==> config.mk <==
export PLATFORM = sky130hd
export DESIGN_NAME = status_msg_tx
export DESIGN_NICKNAME = d
export VERILOG_FILES = /design/src/rtl/status_msg_tx.sv
export SDC_FILE = /design/constraint.sdc
export NUM_CORES = 1
export LEC_CHECK = 0
export ABC_CLOCK_PERIOD_IN_PS = 2400
export CAP_MARGIN = 20
export CELL_PAD_IN_SITES_DETAIL_PLACEMENT = 0
export CELL_PAD_IN_SITES_GLOBAL_PLACEMENT = 2
export CORE_ASPECT_RATIO = 1.2
export CORE_MARGIN = 4
export CORE_UTILIZATION = 38
export CTS_CLUSTER_DIAMETER = 50
export DETAILED_ROUTE_END_ITERATION = 10
export HOLD_SLACK_MARGIN = 0.12
export PLACE_DENSITY_LB_ADDON = 0.1
export RECOVER_POWER = 50
export SKIP_LAST_GASP = 1
export SLEW_MARGIN = 20
export SYNTH_ARGS = -nofsm -noshare
export SYNTH_HDL_FRONTEND = slang
export SYNTH_SLANG_ARGS = --single-unit
==> constraint.sdc <==
create_clock -name clk_50M -period 2.4 [get_ports clk_50M]
set_input_delay 0.48 -clock clk_50M [delete_from_list [all_inputs] [get_ports clk_50M]]
set_output_delay 0.48 -clock clk_50M [all_outputs]
set_load 0.05 [all_outputs]
==> src/rtl/status_msg_tx.sv <==
// status_msg_tx: turns fault / drop / node events into fixed 8-byte ASCII
// status frames ("FIM-NN-#", "BDM-NN-#", "NOD-NN-#") and feeds them one
// byte at a time to a UART transmitter using a tx_start / tx_busy handshake.
//
// Parameters:
//   MSG_LEN       bytes per frame (fixed at 8)
//   BUSY_TIMEOUT  cycles to wait for tx_busy to rise before abandoning a byte
// Ports:
//   clk_50M       system clock, rising edge
//   reset         asynchronous active-high reset
//   fault_detect  fault level; each 0->1 transition is one fault event
//   object_drop   one-cycle drop event pulse
//   node_changed  one-cycle node event pulse
//   realtime_pos  current node index 0-31, captured with each event
//   tx_busy       UART transmitter busy
//   tx_data       byte presented to the UART
//   tx_start      one-cycle transmit request
//   msg_pending   an event is latched or a frame is in flight
//   overrun       sticky: an event or a byte was lost
// Build option:
//   STATUS_MSG_NODE_EN  when defined, node events are latched and sent;
//                       otherwise node_changed is ignored entirely.
`timescale 1ns/1ps

module status_msg_tx #(
  parameter int unsigned MSG_LEN      = 8,
  parameter logic [15:0] BUSY_TIMEOUT = 16'd5000
) (
  input  logic       clk_50M,
  input  logic       reset,
  input  logic       fault_detect,
  input  logic       object_drop,
  input  logic       node_changed,
  input  logic [4:0] realtime_pos,
  input  logic       tx_busy,
  output logic [7:0] tx_data,
  output logic       tx_start,
  output logic       msg_pending,
  output logic       overrun
);

  localparam logic [2:0] LAST_IDX = 3'(MSG_LEN - 1);

  typedef enum logic [2:0] {IDLE, LOAD, START, WAIT_BUSY, WAIT_DONE, NEXT} state_t;
  typedef enum logic [1:0] {MSG_FIM, MSG_BDM, MSG_NOD} msg_t;

  state_t      state_q, state_d;
  msg_t        sel_q, sel_d, frm_type_q, frm_type_d;
  logic [4:0]  frm_pos_q, frm_pos_d;
  logic [2:0]  idx_q, idx_d;
  logic [15:0] cnt_q, cnt_d;
  logic [7:0]  tx_data_q, tx_data_d;
  logic        tx_start_q, tx_start_d;
  logic        overrun_q, overrun_d;
  logic        fault_prev_q, fault_prev_d;
  logic        fault_armed_q, fault_armed_d;
  logic        fault_full_q, fault_full_d, drop_full_q, drop_full_d;
  logic [4:0]  fault_pos_q, fault_pos_d, drop_pos_q, drop_pos_d;
  logic        node_full;
  logic [4:0]  node_pos;
  logic        fault_ev;
  logic [4:0]  sel_pos;

`ifdef STATUS_MSG_NODE_EN
  logic        node_full_q, node_full_d;
  logic [4:0]  node_pos_q, node_pos_d;
  assign node_full = node_full_q;
  assign node_pos  = node_pos_q;
`else
  logic unused_node;
  assign unused_node = node_changed;
  assign node_full   = 1'b0;
  assign node_pos    = '0;
`endif

  // Fault edges only count once the input has been seen low since reset,
  // so a level already high at reset release does not produce an event.
  assign fault_ev = fault_detect & ~fault_prev_q & fault_armed_q;

  function automatic logic [7:0] frame_byte(input msg_t t, input logic [4:0] pos,
                                            input logic [2:0] i);
    logic [1:0] tens;
    logic [4:0] units;
    logic [7:0] b;
    if (pos >= 5'd30)      begin tens = 2'd3; units = pos - 5'd30; end
    else if (pos >= 5'd20) begin tens = 2'd2; units = pos - 5'd20; end
    else if (pos >= 5'd10) begin tens = 2'd1; units = pos - 5'd10; end
    else                   begin tens = 2'd0; units = pos;         end
    case (i)
      3'd0:    b = (t == MSG_FIM) ? "F" : (t == MSG_BDM) ? "B" : "N";
      3'd1:    b = (t == MSG_FIM) ? "I" : (t == MSG_BDM) ? "D" : "O";
      3'd2:    b = (t == MSG_NOD) ? "D" : "M";
      3'd4:    b = 8'h30 + {6'd0, tens};
      3'd5:    b = 8'h30 + {3'd0, units};
      3'd7:    b = "#";
      default: b = "-";
    endcase
    return b;
  endfunction

  always_comb begin
    state_d       = state_q;
    sel_d         = sel_q;
    frm_type_d    = frm_type_q;
    frm_pos_d     = frm_pos_q;
    idx_d         = idx_q;
    cnt_d         = cnt_q;
    tx_data_d     = tx_data_q;
    tx_start_d    = 1'b0;
    overrun_d     = overrun_q;
    fault_prev_d  = fault_detect;
    fault_armed_d = fault_armed_q | ~fault_detect;

    case (sel_q)
      MSG_FIM: sel_pos = fault_pos_q;
      MSG_BDM: sel_pos = drop_pos_q;
      default: sel_pos = node_pos;
    endcase

    // Pending latches: the granted latch empties in LOAD, and an event in
    // that same cycle refills it rather than counting as an overrun.
    fault_full_d = fault_full_q & ~(state_q == LOAD && sel_q == MSG_FIM);
    fault_pos_d  = fault_pos_q;
    if (fault_ev) begin
      if (fault_full_d) overrun_d = 1'b1;
      else begin fault_full_d = 1'b1; fault_pos_d = realtime_pos; end
    end

    drop_full_d = drop_full_q & ~(state_q == LOAD && sel_q == MSG_BDM);
    drop_pos_d  = drop_pos_q;
    if (object_drop) begin
      if (drop_full_d) overrun_d = 1'b1;
      else begin drop_full_d = 1'b1; drop_pos_d = realtime_pos; end
    end

`ifdef STATUS_MSG_NODE_EN
    node_full_d = node_full_q & ~(state_q == LOAD && sel_q == MSG_NOD);
    node_pos_d  = node_pos_q;
    if (node_changed) begin
      if (node_full_d) overrun_d = 1'b1;
      else begin node_full_d = 1'b1; node_pos_d = realtime_pos; end
    end
`endif

    case (state_q)
      IDLE: begin
        if (fault_full_q)      begin sel_d = MSG_FIM; state_d = LOAD; end
        else if (drop_full_q)  begin sel_d = MSG_BDM; state_d = LOAD; end
        else if (node_full)    begin sel_d = MSG_NOD; state_d = LOAD; end
      end
      LOAD: begin
        frm_type_d = sel_q;
        frm_pos_d  = sel_pos;
        idx_d      = '0;
        tx_data_d  = frame_byte(sel_q, sel_pos, 3'd0);
        state_d    = START;
      end
      START: begin
        if (!tx_busy) begin
          tx_start_d = 1'b1;
          cnt_d      = '0;
          state_d    = WAIT_BUSY;
        end
      end
      WAIT_BUSY: begin
        if (tx_busy) state_d = WAIT_DONE;
        else if (cnt_q == BUSY_TIMEOUT - 16'd1) begin
          overrun_d = 1'b1;
          state_d   = NEXT;
        end else cnt_d = cnt_q + 16'd1;
      end
      WAIT_DONE: begin
        if (!tx_busy) state_d = NEXT;
      end
      NEXT: begin
        if (idx_q == LAST_IDX) state_d = IDLE;
        else begin
          idx_d     = idx_q + 3'd1;
          tx_data_d = frame_byte(frm_type_q, frm_pos_q, idx_q + 3'd1);
          state_d   = START;
        end
      end
      default: state_d = IDLE;
    endcase
  end

  always_ff @(posedge clk_50M or posedge reset) begin
    if (reset) begin
      state_q       <= IDLE;
      sel_q         <= MSG_FIM;
      frm_type_q    <= MSG_FIM;
      frm_pos_q     <= '0;
      idx_q         <= '0;
      cnt_q         <= '0;
      tx_data_q     <= '0;
      tx_start_q    <= 1'b0;
      overrun_q     <= 1'b0;
      fault_prev_q  <= 1'b0;
      fault_armed_q <= 1'b0;
      fault_full_q  <= 1'b0;
      fault_pos_q   <= '0;
      drop_full_q   <= 1'b0;
      drop_pos_q    <= '0;
`ifdef STATUS_MSG_NODE_EN
      node_full_q   <= 1'b0;
      node_pos_q    <= '0;
`endif
    end else begin
      state_q       <= state_d;
      sel_q         <= sel_d;
      frm_type_q    <= frm_type_d;
      frm_pos_q     <= frm_pos_d;
      idx_q         <= idx_d;
      cnt_q         <= cnt_d;
      tx_data_q     <= tx_data_d;
      tx_start_q    <= tx_start_d;
      overrun_q     <= overrun_d;
      fault_prev_q  <= fault_prev_d;
      fault_armed_q <= fault_armed_d;
      fault_full_q  <= fault_full_d;
      fault_pos_q   <= fault_pos_d;
      drop_full_q   <= drop_full_d;
      drop_pos_q    <= drop_pos_d;
`ifdef STATUS_MSG_NODE_EN
      node_full_q   <= node_full_d;
      node_pos_q    <= node_pos_d;
`endif
    end
  end

  assign tx_data     = tx_data_q;
  assign tx_start    = tx_start_q;
  assign overrun     = overrun_q;
  assign msg_pending = fault_full_q | drop_full_q | node_full | (state_q != IDLE);

endmodule

# After elaboration in Yosys (flattened, before gate mapping)

Cells that the tools add are included.

Flip-flop bits (word level): 55
Bits in latches: 0
Bits in writable memories: 0
Bits in read-only memories: 0
Input port bits: 11
Output and inout port bits: 11
Logic and storage cells: 124
Memories: 0

$add $sub $neg: 7
Multiply operators: 0
Div/mod/pow operators: 0
Order comparisons: 3
Equal/unequal tests: 22
Shift-type cells: 0
Mux-type cells: 48
Bitwise logic cells: 13
Reduce and logical (&&, ||, !) cells: 16

Operators with widths:

| kind                    | count |
|---|---|
| $mux W16                | 3 |
| $pmux W7 S6             | 1 |
| $pmux W16 S2            | 1 |
| $mux W4                 | 7 |
| $mux W5                 | 5 |
| $mux W3                 | 7 |
| $eq A3 B3 Y1 const B    | 6 |
| $pmux W3 S6             | 1 |
| $add A16 B1 Y16 const B | 1 |
| $eq A16 B13 Y1 const B  | 1 |
| $pmux W8 S2             | 1 |
| $mux W2                 | 7 |
| $mux W1                 | 12 |
| $ge A5 B5 Y1 const B    | 2 |
| $ne A2 B2 Y1 const B    | 5 |
| $pmux W5 S2             | 1 |
| $sub A5 B5 Y5 const B   | 2 |
| $eq A3 B2 Y1 const B    | 3 |
| $mux W8                 | 1 |
| $reduce_and A2 Y1       | 4 |
| $reduce_and A4 Y1       | 2 |
| $add A6 B2 Y7 const A   | 1 |
| $add A6 B5 Y7 const A   | 1 |
| $eq A3 B1 Y1 const B    | 2 |
| other kinds (15)        | 32 |

# Logic depth before layout (Yosys ltp)

Depth in word-level cells: 11
Depth in mapped cells: 8
Gate-level depth less buffers: 7

# Worst setup path after synthesis

OpenSTA, ideal clock, no wires.

Path type: flip-flop to flip-flop
Start point: reg frm_pos_q[2]
End point: reg tx_data_q[1] (netlist: tx_data[1])
Setup time: 69 ps
Arrival time: 1769 ps
Data required time: 2331 ps
Slack: 562 ps
Cell stages (with the launch flop): 8
Buffers on the path: 0
Period minus slack after synthesis: 1838 ps
Cell sequence: dfrtp_1 > inv_1 > ha_1 > and3b_1 > nor3_2 > o21ai_1 > or4_1 > nand3_1

Cells in the longest elaborated chain, start to end: 10
Elaborated cells on any way between the ends: 18
Those cells by class: add/sub (2); order compare (3); mux (13)

Ends and longest elaborated chain:

| what                                                  | RTL line | RTL |
|---|---|---|
| start: declaration                                    | 49       | `logic [4:0] frm_pos_q, frm_pos_d;` |
| start signal: assignment                              | 212      | `frm_pos_q <= frm_pos_d;` |
| $ge A5 B4 Y1                                          | 87       | `else if (pos >= 5'd10) begin tens = 2'd1; units = pos - 5'd10; end` |
| $mux W5 / $mux W1 (equally long branches)             | 87       |  |
| $mux W5 / $mux W2 (equally long branches)             | 86       | `else if (pos >= 5'd20) begin tens = 2'd2; units = pos - 5'd20; end` |
| $mux W5 / $mux W2 (equally long branches)             | 85       | `if (pos >= 5'd30) begin tens = 2'd3; units = pos - 5'd30; end` |
| $mux W5 / $mux W2 (equally long branches)             | 176      | `if (idx_q == LAST_IDX) state_d = IDLE;` |
| $mux W5 / $mux W2 (equally long branches)             | 145      | `case (state_q)` |
| $add A6 B5 Y7 / $add A6 B2 Y7 (equally long branches) | 94, 93   |  |
| $pmux W7 S6 *                                         | 89       | `case (i)` |
| $mux W8 *                                             | 176      |  |
| $pmux W8 S2 *                                         | 145      |  |
| end signal: assignment                                | 215      | `tx_data_q <= tx_data_d;` |
| end: declaration                                      | 52       | `logic [7:0] tx_data_q, tx_data_d;` |

Every way passes the cells marked *; elsewhere a longest branch is shown, timed or not. The select of a mux whose other input is x is not followed.
A chain may end at the register's enable or synchronous reset.

# Worst setup path after layout

Ends and elaborated chain as after synthesis.

==> out/results.ini <==
[run_status]
status = complete, no violations

[place]
portBuffers = 19
gp_congestion = 0.805
dp_hpwl_mm = 4.63

[yosys]
yosysTopAreaCellShare_pct = 43.8
yosys-top-cells-count = 52 x dfrtp_1, 32 x nor2_1, 24 x nand2_1
yosysUniqueCellTypes = 57
ys_ff_latch = 52
synth_top_family_by_area = simple AND/OR/NAND/NOR gates
synthAdderAreaFrac_pct = 5.47
avgSynthCellArea_um2 = 9.78
ys_warn_count = 0
synth-edff-count = 0
post-synth-top-count-cell = dfrtp_1
seq_area_frac_synth_pct = 43.8
async_flop_share_pct = 100
synth_ff_type = dfrtp_1
syn_area_um2 = 2970
synth-compound-area-share_pct = 13.8
synth-xor-area-share_pct = 3.83
synthCells = 304
synthSimpleGateAreaFrac_pct = 21.8
synthTopCellsByArea = dfrtp_1 44%, ha_1 5.5%, nor2_1 4.0%
syn-num-nets = 328
synth_top_cell_by_area = dfrtp_1
muxShareOfSynthArea_pct = 6.15

[timing]
rsz0062_at_grt = false
fmax_mhz = 487
hold_viol = 0
finClkSkew_ns = 0.0141
slew_violations = 0
report.final.setup_viol = 0
post-route-min-period_ns = 2.05
timing.slew.headroom_pct = 54.9
worst_pin_slew_ns = 0.675
timing.setup.tns_ns = 0
final.period_utilization_pct = 85.5

[hold_path]
hold_depth = 1
min_path_type = register to register
hold_start = fault_armed_q$_DFF_PP0_
min_to = fault_armed_q$_DFF_PP0_

[floorplan]
row_count = 35
die_w_um = 88.7
fp.coreArea_um2 = 7660
ioPinCount = 22
start_util_pct = 38.8
die_h_um = 105
dieArea_um2 = 9300

[global_routing]
grt_pass1_wl_mm = 10.6
grt.overflow.total = 0
grt.total_usage_pct = 14.4
grt_max_degree = 38
grt_pass1_vias = 2187
antenna_found_initial = 0

[final_layout]
antennaDiodeCount = 0
finalNetCount = 353
final_util_pct = 44.0
area_growth_pct = 13.5
drive_gt1_share_pct = 13.6

[routing]
via_count = 2161
drtPass1Iterations = 4
drc = 0
wl_per_cell_um = 14.9
drtIter0Drc = 131
routed_via_density = 5.12
postRouteAntennaNets = 0
routed_wl_mm = 6.28

[cts]
ctsLongestPathBuffers = 2
htreeDepth = 2
cts_setup_buffers = 0
hold_buffers = 0
cts_resized = 0
cts-root-buf = clkbuf_8
cts_sinks = 52
cts_tree = built
clkLatencyLatePin_ns = 0.31
cts_buffers = 5
clk_pin_slew_ns = 0.11

[critical_path]
critPathCaptureType = register
path_class = register to register
worstSetupStartpointType = register
r2r-start = frm_pos_q[2]$_DFFE_PP0N_
reg2regPathDepth = 7
cp.arrival_ns = 2.30
cp_cell_sequence = inv_1, ha_1, and3b_1, nor3_2, o21ai_1, or4_1, nand3_1
worst-path-max-fanout = 8
r2r_slack_ns = 0.35
crit_required_ns = 2.64
max_stage_delay_ns = 0.51
r2r-end = tx_data[1]$_DFFE_PP0P_
cp_slowest_cell = or4_1

[power]
share_comb_of_total_power_pct = 48.2
total_leakage_power_nw = 1.47
power.switching_mw = 1.55
clock_power_share_pct = 14.0
switching_share_pct = 42.2
internal_power_mw = 2.13
p_seq_share_pct = 37.7
peakVddDrop_mv = 0.451
power.density_nw_per_um2 = 1090

[flow_run]
max_cap_violations = 0

[sequential cells by signal (all words and copies together), names as in the netlist]
signal,flops
frm_type_q,1
fault_pos_q,5
fault_prev_q,1
state_q,3
drop_pos_q,5
idx_q,3
sel_q,1
tx_data,7
cnt_q,16
tx_start,1
fault_full_q,1
frm_pos_q,5
drop_full_q,1
fault_armed_q,1
overrun,1
[per-stage QoR]
stage                     hold slack, ns  power [mW]  std cells  instance area (um^2)  setup WS (ns)
after global routing               0.522        4.02        422                  3370          0.225
after floorplan                    0.435        2.75        304                  2970          0.562
after CTS                          0.454        3.78        422                  3380          0.328
after global placement             0.450        3.22        414                  3290          0.277
after detailed placement           0.458        3.23        414                  3290          0.293
final                              0.485        3.68        422                  3370          0.347
[how the worst max path moves through the flow]
| stage | from | endpoint | cells after the start |
|---|---|---|---|
| after floorplan | frm_pos_q[2]$_DFFE_PP0N_ | tx_data[1]$_DFFE_PP0P_ | 7 |
| after global placement | tx_busy | cnt_q[4]$_DFFE_PP0P_ | 6 |
| after detailed placement | tx_busy | cnt_q[4]$_DFFE_PP0P_ | 6 |
| after CTS | frm_pos_q[2]$_DFFE_PP0N_ | tx_data[1]$_DFFE_PP0P_ | 7 |
| after global routing | frm_pos_q[2]$_DFFE_PP0N_ | tx_data[1]$_DFFE_PP0P_ | 7 |
| final | frm_pos_q[2]$_DFFE_PP0N_ | tx_data[1]$_DFFE_PP0P_ | 7 |
[critical path: cells and delay by family, from the launching register on]
family                     cells  cell delay [ns]
AOI/OAI and AO/OA              1             0.17
adders and majority gates      1             0.23
buffers and inverters          1             0.14
DFF                            1             0.49
and+or+nand+nor                4             0.98
[logic make-up after synthesis]
logic type      after synthesis
fa+ha+maj                    13
other cells                   1
buf+inv                      31
flops                        52
xor+xnor                     13
mux                          17
compound gates               65
simple gates                112
[placed cells by master (no fill, tap or decap), drive strengths merged, types with 5 or more instances in the layout]
| cell type | n |
|---|---|
| a21o | 5 |
| a21oi | 22 |
| buf | 13 |
| clkbuf | 5 |
| clkdlybuf4s50 | 15 |
| dfrtp | 52 |
| ha | 13 |
| inv | 19 |
| mux2 | 10 |
| mux2i | 7 |
| nand2 | 24 |
| nand3 | 8 |
| nand3b | 5 |
| nor2 | 32 |
| nor3 | 12 |
| o21ai | 15 |
| o31ai | 5 |
| xnor2 | 11 |
[metal layers]
layer  GRT usage, %  routed length [um]  vias to the layer above  part of all wire (%)
met3           2.29                 152                        4                   2.4
met4           4.54                  54                        0                  0.86
met1           19.0                2900                     1032                    46
met2           23.7                3170                       18                    51
li1               -                   -                     1107                     -
met5              0                   0                        -                     0
[power groups by stage]
stage	clock network, mW	registers (mW)	logic [mW]
final	0.516	1.39	1.78
after global routing	0.582	1.44	1.99
after CTS	0.560	1.40	1.82
after detailed placement	0	1.42	1.81
after global placement	0	1.42	1.81
after floorplan	0	1.48	1.27
[cell type report]
| type | count | area [um^2] |
|---|---|---|
| clock buffer | 5 | 68.8 |
| clock inverter | 3 | 21.3 |
| fill | 750 | 4290 |
| inverter | 18 | 67.6 |
| multi-input combinational | 221 | 1510 |
| sequential | 52 | 1300 |
| tap | 92 | 115 |
| timing repair buffer | 31 | 290 |
Power figures use the tool's default switching activity.
